### src/rtl/spart_tx_queue_if.sv
// Handshake bundle between the bus-side writer / SPART transmitter and the TX queue.
// Optional overflow ports exist only when SPART_TXQ_OVF_EN is defined.
interface spart_tx_queue_if #(
    parameter int DEPTH_LOG2 = 3,
    parameter int DATA_W     = 8
);
    logic                  wr_en;
    logic [DATA_W-1:0]     wr_data;
    logic                  flush;
    logic                  tx_started;
    logic                  queue_not_empty;
    logic [DATA_W-1:0]     tx_data;
    logic                  full;
    logic [DEPTH_LOG2:0]   count;
`ifdef SPART_TXQ_OVF_EN
    logic                  ovf;
    logic                  ovf_clr;

    modport master (
        output wr_en, wr_data, flush, tx_started, ovf_clr,
        input  queue_not_empty, tx_data, full, count, ovf
    );
    modport slave (
        input  wr_en, wr_data, flush, tx_started, ovf_clr,
        output queue_not_empty, tx_data, full, count, ovf
    );
`else
    modport master (
        output wr_en, wr_data, flush, tx_started,
        input  queue_not_empty, tx_data, full, count
    );
    modport slave (
        input  wr_en, wr_data, flush, tx_started,
        output queue_not_empty, tx_data, full, count
    );
`endif
endinterface

### src/rtl/spart_tx_queue.sv
// Circular TX FIFO feeding the SPART transmitter; head byte is read combinationally.
// Optional sticky overflow flag enabled by defining SPART_TXQ_OVF_EN.
module spart_tx_queue #(
    parameter int DEPTH_LOG2 = 3,
    parameter int DATA_W     = 8
) (
    input  logic              clk,
    input  logic              rst_n,
    spart_tx_queue_if.slave   q
);
    localparam int                  DEPTH    = 1 << DEPTH_LOG2;
    localparam logic [DEPTH_LOG2:0] FULL_CNT = (DEPTH_LOG2+1)'(DEPTH);

    logic [DATA_W-1:0]     mem [DEPTH];
    logic [DEPTH_LOG2-1:0] rd_ptr;
    logic [DEPTH_LOG2-1:0] wr_ptr;
    logic [DEPTH_LOG2:0]   count_r;
    logic [DEPTH_LOG2:0]   count_nxt;
    logic                  not_empty_r;
    logic                  full_r;
    logic                  pop;
    logic                  push;

    // A pop on an empty queue is ignored; a push into a full queue needs a simultaneous pop.
    assign pop  = q.tx_started && (count_r != '0);
    assign push = q.wr_en && (!full_r || pop);

    always_comb begin
        count_nxt = count_r;
        if (q.flush)
            count_nxt = '0;
        else if (push && !pop)
            count_nxt = count_r + 1'b1;
        else if (pop && !push)
            count_nxt = count_r - 1'b1;
    end

    always_ff @(posedge clk or negedge rst_n) begin
        if (!rst_n) begin
            rd_ptr      <= '0;
            wr_ptr      <= '0;
            count_r     <= '0;
            not_empty_r <= 1'b0;
            full_r      <= 1'b0;
        end else begin
            count_r     <= count_nxt;
            not_empty_r <= (count_nxt != '0);
            full_r      <= (count_nxt == FULL_CNT);
            if (q.flush) begin
                rd_ptr <= '0;
                wr_ptr <= '0;
            end else begin
                if (pop)  rd_ptr <= rd_ptr + 1'b1;
                if (push) wr_ptr <= wr_ptr + 1'b1;
            end
        end
    end

    // Storage is deliberately left without reset.
    always_ff @(posedge clk) begin
        if (push && !q.flush)
            mem[wr_ptr] <= q.wr_data;
    end

    assign q.tx_data         = mem[rd_ptr];
    assign q.queue_not_empty = not_empty_r;
    assign q.full            = full_r;
    assign q.count           = count_r;

`ifdef SPART_TXQ_OVF_EN
    logic ovf_r;

    // Clear wins over a coincident dropped push.
    always_ff @(posedge clk or negedge rst_n) begin
        if (!rst_n)
            ovf_r <= 1'b0;
        else if (q.ovf_clr)
            ovf_r <= 1'b0;
        else if (q.wr_en && !push)
            ovf_r <= 1'b1;
    end

    assign q.ovf = ovf_r;
`endif

endmodule

### src/flat_wrapper.sv
// flat-port wrapper written by rule: the top's interface ports become plain ports
module spart_tx_queue_flat 
#(
    parameter int DEPTH_LOG2 = 3,
    parameter int DATA_W     = 8
)
  (clk, rst_n, q_wr_en, q_wr_data, q_flush, q_tx_started, q_queue_not_empty, q_tx_data, q_full, q_count);
  spart_tx_queue_if #(.DEPTH_LOG2(DEPTH_LOG2), .DATA_W(DATA_W)) q_i ();
  input  logic clk;
  input  logic rst_n;
  input wire logic [$bits(q_i.wr_en)-1:0] q_wr_en;
  input wire logic [$bits(q_i.wr_data)-1:0] q_wr_data;
  input wire logic [$bits(q_i.flush)-1:0] q_flush;
  input wire logic [$bits(q_i.tx_started)-1:0] q_tx_started;
  output wire logic [$bits(q_i.queue_not_empty)-1:0] q_queue_not_empty;
  output wire logic [$bits(q_i.tx_data)-1:0] q_tx_data;
  output wire logic [$bits(q_i.full)-1:0] q_full;
  output wire logic [$bits(q_i.count)-1:0] q_count;
  assign q_i.wr_en = q_wr_en;
  assign q_i.wr_data = q_wr_data;
  assign q_i.flush = q_flush;
  assign q_i.tx_started = q_tx_started;
  assign q_queue_not_empty = q_i.queue_not_empty;
  assign q_tx_data = q_i.tx_data;
  assign q_full = q_i.full;
  assign q_count = q_i.count;
  spart_tx_queue #(.DEPTH_LOG2(DEPTH_LOG2), .DATA_W(DATA_W)) u_core (.clk(clk), .rst_n(rst_n), .q(q_i));
endmodule
### config.mk
export PLATFORM = sky130hd
export DESIGN_NAME = spart_tx_queue_flat
export DESIGN_NICKNAME = d
export VERILOG_FILES = /design/src/rtl/spart_tx_queue_if.sv /design/src/rtl/spart_tx_queue.sv /design/src/flat_wrapper.sv
export SDC_FILE = /design/constraint.sdc
export NUM_CORES = 1
export LEC_CHECK = 0
export BUFFER_PORTS_ARGS = -buffer_cell sky130_fd_sc_hd__buf_2
export CORE_ASPECT_RATIO = 1.5
export CORE_MARGIN = 4
export CORE_UTILIZATION = 50
export CTS_BUF_LIST = sky130_fd_sc_hd__clkbuf_4 sky130_fd_sc_hd__clkbuf_8 sky130_fd_sc_hd__clkbuf_16
export DETAILED_ROUTE_END_ITERATION = 7
export GPL_ROUTABILITY_DRIVEN = 0
export PLACE_DENSITY_LB_ADDON = 0.25
export SETUP_SLACK_MARGIN = 0.05
export SLEW_MARGIN = 0
export SYNTH_ARGS = -nofsm -noshare
export SYNTH_HDL_FRONTEND = slang
export SYNTH_SLANG_ARGS = --single-unit
export TNS_END_PERCENT = 30
### constraint.sdc
create_clock -name clk -period 4.9 [get_ports clk]
set_clock_uncertainty 0.15 [all_clocks]
set_input_delay 0.735 -clock clk [delete_from_list [all_inputs] [get_ports clk]]
set_output_delay 0.735 -clock clk [all_outputs]
set_load 0.01 [all_outputs]
After elaboration in Yosys (flattened, before gate mapping) --
Memory sizes are Yosys's and may differ from the RTL's. Cells that the tools add are included.
Storage, ports and cells: output and inout bits 14, logic and storage cells 34, memories kept 1, RAM bits 64, bits of input ports 13, bits in registers 12
Cells by class: eq/ne operators 1, reduce and logical (&&, ||, !) cells 14, multiplexer cells 9, add/sub/neg operators 4
Memory list:
- u_core.mem | depth 8, bits a word 8, rd ports 1, clocked after memory_dff 0, write ports 1, line spart_tx_queue.sv:14 | logic [DATA_W-1:0] mem [DEPTH];
Operator list (count):
- 3-bit two-way mux | 4
- 4-bit two-way mux | 3
- 4-bit nonzero test | 2
- 3-bit by 1-bit adder with 3-bit output, second input constant | 2
- 1-bit logical AND | 5
- 4-bit by 1-bit adder with 4-bit output, second input constant | 1
- 4-bit == test, second input constant | 1
- 1-bit zero test | 4
- 2-bit nonzero test | 2
- 4-bit by 1-bit subtractor with 4-bit output, second input constant | 1
- 1-bit two-way mux | 2
- 1-bit logical OR | 1

Depth between registers and ports, before layout --
word-level depth 10, gate-level depth with buffers 7, depth with buffers taken out 7

Least setup slack after synthesis --
No wires, ideal clock.
path type flip-flop to flip-flop, start register u_core.count_r[0] (netlist: u_core.q.count[0]), end memory u_core.mem[0][0], enable pin, arrival 2.304 ns, setup time 0.383 ns, required time 4.367 ns, path slack 2.063 ns, stages on the path, launching flop included 8, cell sequence dfrtp_1 -> inv_1 -> ha_1 -> nor3b_2 -> nor2_2 -> o21ai_1 -> or3_1 -> nor3_1
On the way: longest elaborated chain between the ends 7
Ends and longest elaborated chain:
- start: declaration | line spart_tx_queue.sv:17 | logic [DEPTH_LOG2:0] count_r;
- start signal: assignment | line spart_tx_queue.sv:46 | count_r <= count_nxt;
- 4-bit nonzero test | line spart_tx_queue.sv:25 | assign pop = q.tx_started && (count_r != '0);
- 1-bit logical AND | line spart_tx_queue.sv:25
- 1-bit logical OR | line spart_tx_queue.sv:26 | assign push = q.wr_en && (!full_r || pop);
- 1-bit logical AND | line spart_tx_queue.sv:26
- 1-bit logical AND | line spart_tx_queue.sv:61 | if (push && !q.flush)
- 1-bit two-way mux | line spart_tx_queue.sv:61
- 1-bit two-way mux (not written as such) | line spart_tx_queue.sv:62 | mem[wr_ptr] <= q.wr_data;
- end: declaration | line spart_tx_queue.sv:14
Every way passes these cells.

Worst setup path after layout --
start register u_core.rd_ptr[0], end output port q_tx_data[3]
On the way: longest elaborated chain between the ends 1
Ends and longest elaborated chain:
- start: declaration | line spart_tx_queue.sv:15 | logic [DEPTH_LOG2-1:0] rd_ptr;
- start signal: assignment | line spart_tx_queue.sv:53 | if (pop) rd_ptr <= rd_ptr + 1'b1;
- memory read 8 x 8 bit
- end: declaration | line flat_wrapper.sv:16 | output wire logic [$bits(q_i.tx_data)-1:0] q_tx_data;
Every way passes these cells.

==> flow_metrics.py <==
metrics = {
    "run_status": {
        "status": "finished clean",
    },
    "min_path": {
        "hp-class": "input port to async pin",
    },
    "sta": {
        "finalHoldViolations": 0,
        "hold_ws_ns": 0.117,
        "worst_pin_slew_ns": 1.09,
        "max-slew-margin-rel_pct": 26.6,
        "rsz0062_at_grt": "false",
        "period_share_pct": 67.6,
        "setup_violations": 0,
        "fmax_mhz": 302,
        "worst_slack_ns": 1.59,
        "drv_slew": 0,
        "final.setup.tns_ns": 0,
        "fin_crit_ns": 3.31,
    },
    "detailed_routing": {
        "drtIter0Drc": 163,
        "viasPerCell": 5.78,
        "drtPass1Iterations": 4,
        "drc_errors": 0,
        "drtAntennaViolNets": 0,
        "finalWirelength_um": 5780,
        "vias": 1688,
        "wire_per_inst_um": 19.8,
    },
    "synthesis": {
        "syn-cell-area_um2": 3190,
        "yosysWarnings": 0,
        "synth_cell_types": 38,
        "syn_inst": 185,
        "synth_area_per_cell_um2": 17.2,
        "synth_nets": 202,
        "synth-seq-cells": 76,
        "ys_seq_area_share_pct": 69.8,
    },
    "critical_path": {
        "required_ns": 4.01,
        "path_delay_family": "flip-flops",
        "crit_cells": 3,
        "r2r_slack_ns": 1.69,
        "cp-end-kind": "primary output",
        "crit_path_max_incr_delay_ns": 1.06,
        "r2r_cells": 7,
        "crit_path_cell_trace": "mux4_2, mux2_2, buf_2",
        "cp.buffers_inverters": 1,
        "cp-start-kind": "register",
        "worstSetupPathType": "register to primary output",
        "worstPathArrival_ns": 2.43,
        "slowest_stage": "dfrtp_1",
        "cp_max_fo": 18,
    },
    "cells_and_area": {
        "diodes": 0,
        "multiInputGateArea_um2": 907,
        "final_util_pct": 57.5,
        "area_growth_pct": 11.5,
        "layout.nets": 233,
        "n_fill_cell": 476,
        "register_area_um2": 2220,
        "final_area_um2": 3550,
        "drive_gt1_share_pct": 30.3,
        "fin_cells": 292,
    },
    "clock_tree": {
        "clk_pin_slew_ns": 0.07,
        "cts_max_path_buffers": 2,
        "cts_sinks": 76,
        "cts_tree": "yes",
        "cts_setup_buffers": 0,
        "cts_hold_buffers": 0,
        "cts-buffers-inserted": 9,
        "clockRootBuffer": "clkbuf_8",
        "clock_latency_ns": 0.33,
        "htreeDepth": 3,
        "cts_resized": 0,
    },
    "global_routing": {
        "grt_pass1_wl_um": 9180,
        "track_usage_pct": 17.0,
        "grtUsageMet3_pct": 4.01,
        "overflow": 0,
        "grt_max_degree": 19,
        "grt_pass1_vias": 1732,
        "grt_use_met2_pct": 27.7,
        "grt.busiest_layer": "met2",
        "use_met1_pct": 20.0,
        "antenna_found_initial": 0,
    },
    "power_and_ir_drop": {
        "leakagePower_nw": 1.26,
        "p_per_area_nw_per_um2": 437,
        "p_sw_share_pct": 26.7,
        "p_seq_share_pct": 51.5,
        "switchingPower_uw": 414,
        "p_int_mw": 1.14,
        "p_clk_share_pct": 27.2,
        "power_frac_comb_pct": 21.3,
        "ir_worst_vdd_uv": 262,
        "p_total_mw": 1.55,
    },
    "floorplan": {
        "ioPinCount": 27,
        "start_util_pct": 51.6,
        "die_x_um": 73.2,
        "die-area_um2": 7740,
        "core_um2": 6170,
        "die_y_um": 106,
        "rows": 35,
    },
    "place": {
        "dp_cells": 279,
        "post-place-ws_ns": 1.65,
        "io_buffers": 26,
        "placed_area_um2": 3390,
        "dpl.hpwl_um": 3870,
    },
    "job": {
        "cap_violations": 0,
    },
}
==> registers in the layout (all words and copies together) (netlist names) <==
name                      count
u_core.mem                   64
u_core.q.count                4
u_core.q.full                 1
u_core.q.queue_not_empty      1
u_core.rd_ptr                 3
u_core.wr_ptr                 3
==> logic make-up (layout without fill, tap and decap cells) <==
logic type / count (synthesis) / in the layout / synth area share, %
flops: 76 / 76 / 69.8
compound gates: 13 / 13 / 3.10
simple gates: 46 / 46 / 7.31
fa+ha+maj: 4 / 4 / 1.57
xor+xnor: 5 / 5 / 1.37
buf+inv: 14 / 47 / 1.77
mux: 27 / 27 / 15.1
==> cell usage in the layout, fill, tap and decap left out, drive strengths merged, types with 2 or more instances in the layout <==
| cell type | synthesis | layout |
|---|---|---|
| buf | 5 | 27 |
| nand2b | 2 | 2 |
| ha | 4 | 4 |
| nand3 | 3 | 3 |
| xor2 | 3 | 3 |
| and3 | 2 | 2 |
| clkinv | 0 | 3 |
| nor2 | 19 | 19 |
| inv | 7 | 7 |
| xnor2 | 2 | 2 |
| mux2i | 2 | 2 |
| edfxtp | 64 | 64 |
| nand2 | 7 | 7 |
| dfrtp | 12 | 12 |
| clkbuf | 2 | 9 |
| mux2 | 9 | 9 |
| nand3b | 2 | 2 |
| mux4 | 16 | 16 |
| nor3 | 3 | 3 |
| a21oi | 4 | 4 |
| nor2b | 3 | 3 |
==> power groups by stage <==
stage          registers (mW)  clock network [mW]  logic (mW)
2_1_floorplan           0.772                   0       0.279
3_3_place_gp            0.811                   0       0.319
3_5_place_dp            0.816                   0       0.333
4_1_cts                 0.803               0.434       0.333
5_1_grt                 0.809               0.466       0.360
6_report                0.799               0.422       0.331
==> cells in the mapped netlist <==
cell       count  area (um^2)
a2111o_1       1         11.3
a2111oi_0      1         8.76
a211o_1        1         8.76
a21o_1         1         7.51
a21oi_1        3         15.0
a21oi_2        1         8.76
a2bb2oi_1      1         8.76
a311oi_1       1         8.76
and3_1         2         12.5
buf_1          2         7.51
buf_2          3         15.0
clkbuf_1       2         7.51
dfrtp_1       12          300
edfxtp_1      64         1920
ha_1           4         50.1
inv_1          7         26.3
mux2_1         1         11.3
mux2_2         8         90.1
mux2i_1        2         20.0
mux4_2        16          360
nand2_1        7         26.3
nand2b_1       2         12.5
nand3_1        3         15.0
nand3b_1       2         15.0
nand4_1        1         6.26
nor2_1        18         67.6
nor2_2         1         6.26
nor2b_1        3         18.8
nor3_1         3         15.0
nor3b_2        1         12.5
nor4bb_1       1         10.0
o2111ai_1      1         8.76
o211ai_1       1         7.51
o21ai_1        1         5.00
or3_1          1         6.26
or3b_1         1         8.76
xnor2_1        2         17.5
xor2_1         3         26.3
==> area by class of cell <==
type                    count  area share (%)
clock inverters             4            1.23
inverters                   7           0.739
multi-input cells          95            25.5
well taps                  74            2.61
repair buffers             27            3.87
flip-flops and latches     76            62.5
clock buffers               9            3.49
==> metal layers <==
layer | vias up | routed length [um] | share of wire, %
met5 | - | 0 | 0
met2 | 41 | 3230 | 56
met4 | 0 | 37 | 0.64
li1 | 779 | - | -
met1 | 866 | 2320 | 40
met3 | 2 | 191 | 3.3
==> final timing paths <==
check,start,to
max,u_core.rd_ptr[0]$_DFFE_PN0P_,q_tx_data[3]
min,rst_n,u_core.q.queue_not_empty$_DFF_PN0_
max reg2reg,u_core.q.count[0]$_DFF_PN0_,u_core.mem[0][6]$_DFFE_PP_
min reg2reg,u_core.wr_ptr[0]$_DFFE_PN0P_,u_core.wr_ptr[0]$_DFFE_PN0P_
max in group asynchronous,rst_n,u_core.wr_ptr[1]$_DFFE_PN0P_
min in group clk,u_core.wr_ptr[0]$_DFFE_PN0P_,u_core.wr_ptr[0]$_DFFE_PN0P_
No activity file was read; power rests on OpenSTA's default activity.
